===== src/rtl/tone_sequencer_if.sv =====
// Command handshake between tone_sequencer (master) and the motion-logic consumer (slave).
// Carries the confirmed 2-bit tone code with a valid/ready pair.
interface tone_sequencer_if;
   logic [1:0] cmd;
   logic       cmd_valid;
   logic       cmd_ready;

   modport master (output cmd, output cmd_valid, input cmd_ready);
   modport slave  (input cmd, input cmd_valid, output cmd_ready);
endinterface


===== src/rtl/tone_sequencer.sv =====
// Arms WaveCount, waits for it to settle, samples its frequency code and issues confirmed tones.
// Optional macro TONE_SEQUENCER_HOLDOFF_EN: require a silent sample between successive commands.
module tone_sequencer #(
   parameter int unsigned SAMPLE_PERIOD = 1_000_000,
   parameter int unsigned CONFIRM_COUNT = 4,
   parameter int unsigned SETTLE_CYCLES = 2_000_000
) (
   input  logic             clk,
   input  logic             reset,
   input  logic             start,
   input  logic             stop,
   input  logic [1:0]       freq,
   output logic             wave_enable,
   output logic             busy,
   tone_sequencer_if.master cmd_if
);

   localparam int unsigned TW = $clog2(SAMPLE_PERIOD) + 1;
   localparam int unsigned RW = $clog2(CONFIRM_COUNT) + 1;
   localparam int unsigned SW = $clog2(SETTLE_CYCLES) + 1;

   localparam logic [TW-1:0] TICK_LAST   = TW'(SAMPLE_PERIOD - 1);
   localparam logic [RW-1:0] RUN_MAX     = RW'(CONFIRM_COUNT);
   localparam logic [SW-1:0] SETTLE_LAST = SW'(SETTLE_CYCLES - 1);

`ifdef TONE_SEQUENCER_HOLDOFF_EN
   typedef enum logic [2:0] {StIdle, StSettle, StSample, StIssue, StHoldoff} state_e;
`else
   typedef enum logic [2:0] {StIdle, StSettle, StSample, StIssue} state_e;
`endif

   state_e        state;
   logic [TW-1:0] tick_cnt;
   logic [SW-1:0] settle_cnt;
   logic [RW-1:0] run;
   logic [1:0]    candidate;
   logic          stop_pending;

   always_ff @(posedge clk) begin
      if (reset) begin
         state            <= StIdle;
         wave_enable      <= 1'b0;
         busy             <= 1'b0;
         cmd_if.cmd       <= 2'd0;
         cmd_if.cmd_valid <= 1'b0;
         tick_cnt         <= '0;
         settle_cnt       <= '0;
         run              <= '0;
         candidate        <= 2'd0;
         stop_pending     <= 1'b0;
      end else begin
         case (state)
            StIdle: begin
               if (start && !stop) begin
                  state       <= StSettle;
                  wave_enable <= 1'b1;
                  busy        <= 1'b1;
                  settle_cnt  <= '0;
               end
            end

            StSettle: begin
               if (stop) begin
                  state        <= StIdle;
                  wave_enable  <= 1'b0;
                  busy         <= 1'b0;
                  stop_pending <= 1'b0;
               end else if (settle_cnt == SETTLE_LAST) begin
                  state     <= StSample;
                  tick_cnt  <= '0;
                  candidate <= 2'd0;
                  run       <= '0;
               end else begin
                  settle_cnt <= settle_cnt + SW'(1);
               end
            end

            StSample: begin
               if (stop) begin
                  state        <= StIdle;
                  wave_enable  <= 1'b0;
                  busy         <= 1'b0;
                  stop_pending <= 1'b0;
               end else if (run == RUN_MAX) begin
                  // run is registered, so the command lands one cycle after the confirming tick
                  state            <= StIssue;
                  cmd_if.cmd       <= candidate;
                  cmd_if.cmd_valid <= 1'b1;
               end else if (tick_cnt == TICK_LAST) begin
                  tick_cnt <= '0;
                  if (freq == 2'd0) begin
                     candidate <= 2'd0;
                     run       <= '0;
                  end else if (freq == candidate) begin
                     if (run != RUN_MAX) run <= run + RW'(1);
                  end else begin
                     candidate <= freq;
                     run       <= RW'(1);
                  end
               end else begin
                  tick_cnt <= tick_cnt + TW'(1);
               end
            end

            StIssue: begin
               if (stop) stop_pending <= 1'b1;
               if (cmd_if.cmd_valid && cmd_if.cmd_ready) begin
                  cmd_if.cmd_valid <= 1'b0;
                  // a stop arriving on the transfer cycle itself is honoured too
                  if (stop_pending || stop) begin
                     state        <= StIdle;
                     wave_enable  <= 1'b0;
                     busy         <= 1'b0;
                     stop_pending <= 1'b0;
                  end else begin
`ifdef TONE_SEQUENCER_HOLDOFF_EN
                     state    <= StHoldoff;
                     tick_cnt <= '0;
`else
                     state     <= StSample;
                     tick_cnt  <= '0;
                     candidate <= 2'd0;
                     run       <= '0;
`endif
                  end
               end
            end

`ifdef TONE_SEQUENCER_HOLDOFF_EN
            StHoldoff: begin
               if (stop) begin
                  state        <= StIdle;
                  wave_enable  <= 1'b0;
                  busy         <= 1'b0;
                  stop_pending <= 1'b0;
               end else if (tick_cnt == TICK_LAST) begin
                  tick_cnt <= '0;
                  if (freq == 2'd0) begin
                     state     <= StSample;
                     candidate <= 2'd0;
                     run       <= '0;
                  end
               end else begin
                  tick_cnt <= tick_cnt + TW'(1);
               end
            end
`endif

            default: begin
               state       <= StIdle;
               wave_enable <= 1'b0;
               busy        <= 1'b0;
            end
         endcase
      end
   end

endmodule


===== src/flat_wrapper.sv =====
// flat-port wrapper written by rule: the top's interface ports become plain ports
module tone_sequencer_flat 
#(
   parameter int unsigned SAMPLE_PERIOD = 1_000_000,
   parameter int unsigned CONFIRM_COUNT = 4,
   parameter int unsigned SETTLE_CYCLES = 2_000_000
)
  (clk, reset, start, stop, freq, wave_enable, busy, cmd_if_cmd, cmd_if_cmd_valid, cmd_if_cmd_ready);
  tone_sequencer_if cmd_if_i ();
  input  logic clk;
  input  logic reset;
  input  logic start;
  input  logic stop;
  input  logic [1:0] freq;
  output logic wave_enable;
  output logic busy;
  output wire logic [$bits(cmd_if_i.cmd)-1:0] cmd_if_cmd;
  output wire logic [$bits(cmd_if_i.cmd_valid)-1:0] cmd_if_cmd_valid;
  input wire logic [$bits(cmd_if_i.cmd_ready)-1:0] cmd_if_cmd_ready;
  assign cmd_if_cmd = cmd_if_i.cmd;
  assign cmd_if_cmd_valid = cmd_if_i.cmd_valid;
  assign cmd_if_i.cmd_ready = cmd_if_cmd_ready;
  tone_sequencer #(.SAMPLE_PERIOD(SAMPLE_PERIOD), .CONFIRM_COUNT(CONFIRM_COUNT), .SETTLE_CYCLES(SETTLE_CYCLES)) u_core (.clk(clk), .reset(reset), .start(start), .stop(stop), .freq(freq), .wave_enable(wave_enable), .busy(busy), .cmd_if(cmd_if_i));
endmodule

===== config.mk =====
export PLATFORM = sky130hd
export DESIGN_NAME = tone_sequencer_flat
export DESIGN_NICKNAME = d
export VERILOG_FILES = /design/src/rtl/tone_sequencer_if.sv /design/src/rtl/tone_sequencer.sv /design/src/flat_wrapper.sv
export SDC_FILE = /design/constraint.sdc
export NUM_CORES = 1
export LEC_CHECK = 0
export ABC_AREA = 1
export CORE_UTILIZATION = 50
export CTS_CLUSTER_DIAMETER = 40
export DETAILED_ROUTE_END_ITERATION = 10
export GPL_TIMING_DRIVEN = 1
export PLACE_DENSITY = 0.7
export SETUP_SLACK_MARGIN = 0.4
export SLEW_MARGIN = 5
export SYNTH_ARGS = -nofsm -noshare
export SYNTH_HDL_FRONTEND = slang
export SYNTH_SLANG_ARGS = --single-unit

===== constraint.sdc =====
create_clock -name clk -period 1.9 [get_ports clk]
set_clock_uncertainty 0.2 [all_clocks]
set_input_delay 0.285 -clock clk [delete_from_list [all_inputs] [get_ports clk]]
set_output_delay 0.285 -clock clk [all_outputs]
set_load 0.01 [all_outputs]

* Yosys cells after proc, flatten, opt, wreduce, memory -nomap -nowiden
Index checks and enable logic that the tools add are counted.
Storage, ports and cells: register bits 56, output and inout port bits 5, input bits 7, logic and storage cells 111
Operators by class: add/sub/neg operators 3, reduce and logical (&&, ||, !) cells 20, bitwise operators 1, muxes and demuxes 54, equal/unequal tests 24
Operators by type and width (count):
- 21-bit two-way mux | 7
- 22-bit two-way mux | 3
- 21-bit case mux with 3 select lines | 1
- 3-bit two-way mux | 16
- 22-bit case mux with 2 select lines | 1
- 22-bit by 1-bit adder with 22-bit output (second input constant) | 1
- 22-bit by 21-bit == test with 1-bit output (second input constant) | 1
- 21-bit by 1-bit adder with 21-bit output (second input constant) | 1
- 21-bit by 20-bit == test with 1-bit output (second input constant) | 1
- 2-bit two-way mux | 10
- 9-bit AND reduction | 2
- 4-bit AND reduction | 4
- 2-bit by 1-bit inequality test with 1-bit output (second input constant) | 7
- 3-bit case mux with 4 select lines | 1
- 1-bit two-way mux | 10
- 2-bit inequality test (second input constant) | 5
- 3-bit by 2-bit inequality test with 1-bit output (second input constant) | 3
- 3-bit case mux with 3 select lines | 1
- 7-bit AND reduction | 1
- 3-bit by 2-bit == test with 1-bit output (second input constant) | 2
- 2-bit case mux with 3 select lines | 1
- 2-bit nonzero test | 3
- 4-bit by 3-bit inequality test with 1-bit output (second input constant) | 1
- 1-bit case mux with 2 select lines | 2
- 16 further kinds | 17

* Logic depth before layout (Yosys ltp)
depth in word-level cells 8, mapped depth 14, gate-level depth less buffers 13

* Worst setup path before layout
No wires, ideal clock.
path kind register -> register, start register u_core.state[0], end register u_core.run[2], stages on the path, launching flop included 14, required time 1.587 ns, clock period less this slack 1.900 ns, arrival 1.586 ns, path slack 0.000 ns, cell sequence dfxtp_1 -> inv_1 -> ha_1 -> buf_2 -> nand3_1 -> nand2_1 -> inv_1 -> nand2_1 -> nor2_4 -> inv_2 -> a21oi_4 -> nand2_1 -> nor2_1 -> nor2_1
On the way: word-level cells in the longest chain between the ends 3, elaborated cells on any way between the ends 14, those cells by class eq/ne (11); mux (1); reduce/logical (2)
RTL lines:
- from (decl) | line tone_sequencer.sv:32 | state_e state;
- from (signal assigned) | line tone_sequencer.sv:41 | state <= StIdle;
- from (signal assigned) | line tone_sequencer.sv:55 | state <= StSettle;
- from (signal assigned) | line tone_sequencer.sv:64 | state <= StIdle;
- 3-bit by 2-bit == test with 1-bit output or 3-bit by 1-bit == test with 1-bit output (tied branches) | line tone_sequencer.sv:52 | case (state)
- 4-bit by 3-bit inequality test with 1-bit output (no source line) (tied with other cells)
- 9-bit AND reduction (no source line)
- to (signal assigned) | line tone_sequencer.sv:95 | if (run != RUN_MAX) run <= run + RW'(1);
- to (decl) | line tone_sequencer.sv:35 | logic [RW-1:0] run;
Several ways; a longest one is shown, not always the timed one. A chain may end at the register's enable or synchronous reset.

* Worst setup path in the final report
Same ends and word-level chain as after synthesis.

==> summary.md <==
| Metric | Value |
|---|---|
| HP Class | reg -> reg |
| Critical path class | reg -> reg |
| Max Slew Vio Count | 0 |
| DRT Pass-1 Iters | 5 |
| Overall die height | 88.4 µm |
| Worst VDD drop | 1.21 mV |
| Total CTS buffers | 5 |
| Initial antenna violation count | 0 |
| Layout cells sized above 1 | 0.342 |
| Status | complete, but fails checks |
| Delay of the slowest critical-path stage | 0.40 ns |
| Gate Count Post-Synth | 601 |
| Syn. warnings | 0 |
| Final worst slack | -0.0594 ns |
| Pre-CTS setup slack | -0.275 ns |
| Grt total ovfl | 0 |
| Root buffer cell | clkbuf_8 |
| Tot GR Track Use | 0.271 |
| # rows | 31 |
| IO buf count | 11 |
| TritonCTS clock tree | yes |
| Worst Setup Start Kind | flip-flop |
| Synth Area in Adders | 0.0268 |
| First-pass GRT wire length | 16800 µm |
| Largest family of logic cells by synthesized area | simple AND/OR/NAND/NOR gates |
| Reg-to-reg startpoint | u_core.state[0]$_SDFFE_PP0P_ |
| Worst EP required | 1.91 ns |
| Largest cells by area after synthesis | dfxtp_1, nand2_1, nor2_1 |
| Pwr Density | 1260 nW/µm² |
| Htree depth | 2 |
| Most frequent cell after synthesis | nand2_1 |
| Largest net degree at the start of global routing | 25 |
| Routed Antenna Nets | 0 |
| Max Cap Violations | 0 |
| Slowest-stage cell, CP | dfxtp_4 |
| Mux contribution to synthesized area | 0 |
| Routed wire length | 11000 µm |
| Share of the synthesized area in the top cell type | 0.295 |
| Area Growth Syn to Fin | 41.1% |
| FF-to-FF path depth | 13 |
| Capturing point of the worst reg2reg path | u_core.run[2]$_SDFFE_PP0P_ |
| CTS Hold Bufs | 0 |
| Post-synthesis register bit count | 55 |
| Max-slew headroom | 0.721 |
| Number of enable flip-flop cells after synthesis | 0 |
| Final hold viol count | 0 |
| Vias | 4149 |
| Post-Synth Simple-Gate Area | 0.436 |
| DR WL/cell | 14.1 µm |
| Inst Count DP | 753 |
| Failing checks | setup timing |
| Clock Sinks | 55 |
| Net count after synthesis | 616 |
| Worst setup path end | u_core.run[2]$_SDFFE_PP0P_ |
| Post-synth design cell area | 3730 µm² |
| Top post-synthesis cells by count | nand2_1, nor2_1, dfxtp_1 |
| Sequential area share after synthesis | 0.295 |
| Worst EP arrival | 1.97 ns |
| Synth Area in Compound Gates | 0.0990 |
| Final period utilization | 1.03 |
| Clk Latency, worst-skew pair | 0.32 ns |
| Syn avg cell area | 6.21 µm² |
| Number of remaining DRC errors | 0 |
| CORE AREA | 7210 µm² |
| Synth area leader | dfxtp_1 |
| Clock-pin slew on the worst setup and hold paths | 0.10 ns |
| Overall Power | 6.64 mW |
| Placer congestion estimate | 0.919 |
| Die area | 7810 µm² |
| Fin crit period | 1.96 ns |
| Ys flop type | dfxtp_1 |
| Setup tns final | -0.313 ns |
| HPWL after detailed placement | 6990 µm |
| Worst-margin pin slew | 0.415 ns |
| Vias in the first global route | 3752 |
| Clk buf depth | 2 |
| Final core utilization | 0.730 |
| Final cell count without fillers | 784 |
| Fmax | 510 MHz |
| Die Span X | 88.4 µm |
| Nets@finish | 699 |
| LEAKAGE | 2.01 nW |
| CP most frequent cell | nor2_1 |
| Post-Synth XOR/XNOR Area | 0.0564 |
| Starting density of the core | 0.517 |
| I/O pin count | 12 |
| Yosys cell types | 35 |
| Setup crit end kind | flip-flop |
| # diodes | 0 |
| Worst R2R Setup Slack | -0.06 ns |
| Final setup violating endpoints | 14 |
| Vias per std cell | 5.29 |
| CP Launch Point | u_core.state[0]$_SDFFE_PP0P_ |
| CP Cell Sequence | inv_4 > ha_4 > nand3_2 > nand2_1 > inv_1 > nand2_2 > nor2_4 > inv_2 > a21oi_4 > buf_12 > nand2_4 > nor2_1 > nor2_1 |
| Async SR Flop Fraction | 0 |
| Max FO, Critical Path | 6 |
| DRT iter0 DRCs | 333 |
| RSZ-0062 raised after global routing | true |
[worst min path at each step]
stage	startpoint	end	depth (start not counted)
3_5_place_dp	u_core.cmd_if.cmd_valid$_SDFFE_PP0P_	u_core.cmd_if.cmd_valid$_SDFFE_PP0P_	2
5_1_grt	u_core.cmd_if.cmd_valid$_SDFFE_PP0P_	u_core.cmd_if.cmd_valid$_SDFFE_PP0P_	2
4_1_cts	u_core.cmd_if.cmd_valid$_SDFFE_PP0P_	u_core.cmd_if.cmd_valid$_SDFFE_PP0P_	2
6_report	u_core.cmd_if.cmd_valid$_SDFFE_PP0P_	u_core.cmd_if.cmd_valid$_SDFFE_PP0P_	2
3_3_place_gp	u_core.cmd_if.cmd_valid$_SDFFE_PP0P_	u_core.cmd_if.cmd_valid$_SDFFE_PP0P_	2
2_1_floorplan	u_core.candidate[0]$_SDFFE_PP0P_	u_core.cmd_if.cmd[0]$_SDFFE_PP0P_	2
[where the power goes]
part,switching [mW],internal [mW],leakage (nW)
sequential,0.114,1.29,0.452
clock,0.400,0.261,0.0422
combinational,2.47,2.11,1.51
total,2.98,3.66,2.01
[kinds of logic after synthesis]
| family | after synthesis |
|---|---|
| AO/OA/AOI/OAI | 57 |
| XOR/XNOR | 24 |
| adder cells (fa/ha/maj) | 8 |
| buffers and inverters | 74 |
| flip-flops | 55 |
| AND/OR/NAND/NOR | 383 |
[cell usage in the layout (no fill, tap or decap), types with 3 or more instances in the layout]
cell / synthesis / routed
nand2_4: 0 / 11
inv_1: 52 / 46
nor2_4: 3 / 10
nand2_1: 179 / 146
nand3_2: 1 / 9
nor2_2: 6 / 14
buf_12: 0 / 6
nand3_1: 43 / 30
clkbuf_8: 0 / 5
o21ai_4: 1 / 3
ha_4: 0 / 5
dfxtp_2: 0 / 9
inv_4: 0 / 4
xor2_1: 21 / 21
o21bai_1: 3 / 3
clkdlybuf4s50_1: 0 / 5
nand2_2: 8 / 29
dlygate4sd2_1: 0 / 6
nor2_1: 122 / 107
inv_2: 3 / 5
dfxtp_1: 55 / 41
o21ai_1: 0 / 3
nand4_1: 10 / 10
a21oi_2: 11 / 21
nand3_4: 2 / 7
o21ai_0: 9 / 4
buf_4: 3 / 65
a21oi_1: 28 / 17
dfxtp_4: 0 / 5
buf_6: 2 / 9
[final cells by class]
type / instances / area [µm²]
inverter: 55 / 216
multi-input combinational: 473 / 2820
timing repair buffer: 94 / 892
clock buffer: 7 / 76.3
clock inverter: 1 / 5.00
sequential: 55 / 1130
fill: 549 / 1950
tap: 99 / 124
[metal layers]
layer	routed length (µm)	global-route usage	vias to the layer above
met3	621	0.0345	28
met1	4750	0.366	1912
met5	0	0	-
li1	-	-	2064
met4	275	0.0836	0
met2	5390	0.450	145
[sequential cells by signal (all words and copies together) (netlist names)]
| name | flops |
|---|---|
| u_core.candidate | 2 |
| u_core.cmd_if.cmd | 2 |
| u_core.cmd_if.cmd_valid | 1 |
| u_core.run | 3 |
| u_core.settle_cnt | 22 |
| u_core.state | 2 |
| u_core.stop_pending | 1 |
| u_core.tick_cnt | 21 |
| u_core.wave_enable | 1 |
[worst max-delay path, delay by kind of cell (launching register included)]
kind | cells | cell delay (ns)
and+or+nand+nor | 7 | 0.60
AOI/OAI and AO/OA | 1 | 0.17
buffers and inverters | 4 | 0.32
DFF | 1 | 0.40
adders and majority gates | 1 | 0.16
[through the flow]
step / hold WS (ns) / area (µm²)
floorplan: 0.256 / 3810
global placement: 0.258 / 4410
detailed placement: 0.255 / 4410
CTS: 0.271 / 4880
global route: 0.296 / 5260
finish: 0.265 / 5260
[what timing repair did]
| action | 4_1_cts | 5_1_grt |
|---|---|---|
| gates cloned | 3 | 1 |
| pin swaps | 31 | 43 |
| setup endpoints to repair | 58 | 57 |
| gates resized for setup | 68 | 82 |
| buffers inserted | 13 | 6 |
Note: power is estimated with default switching activity, not from simulation.
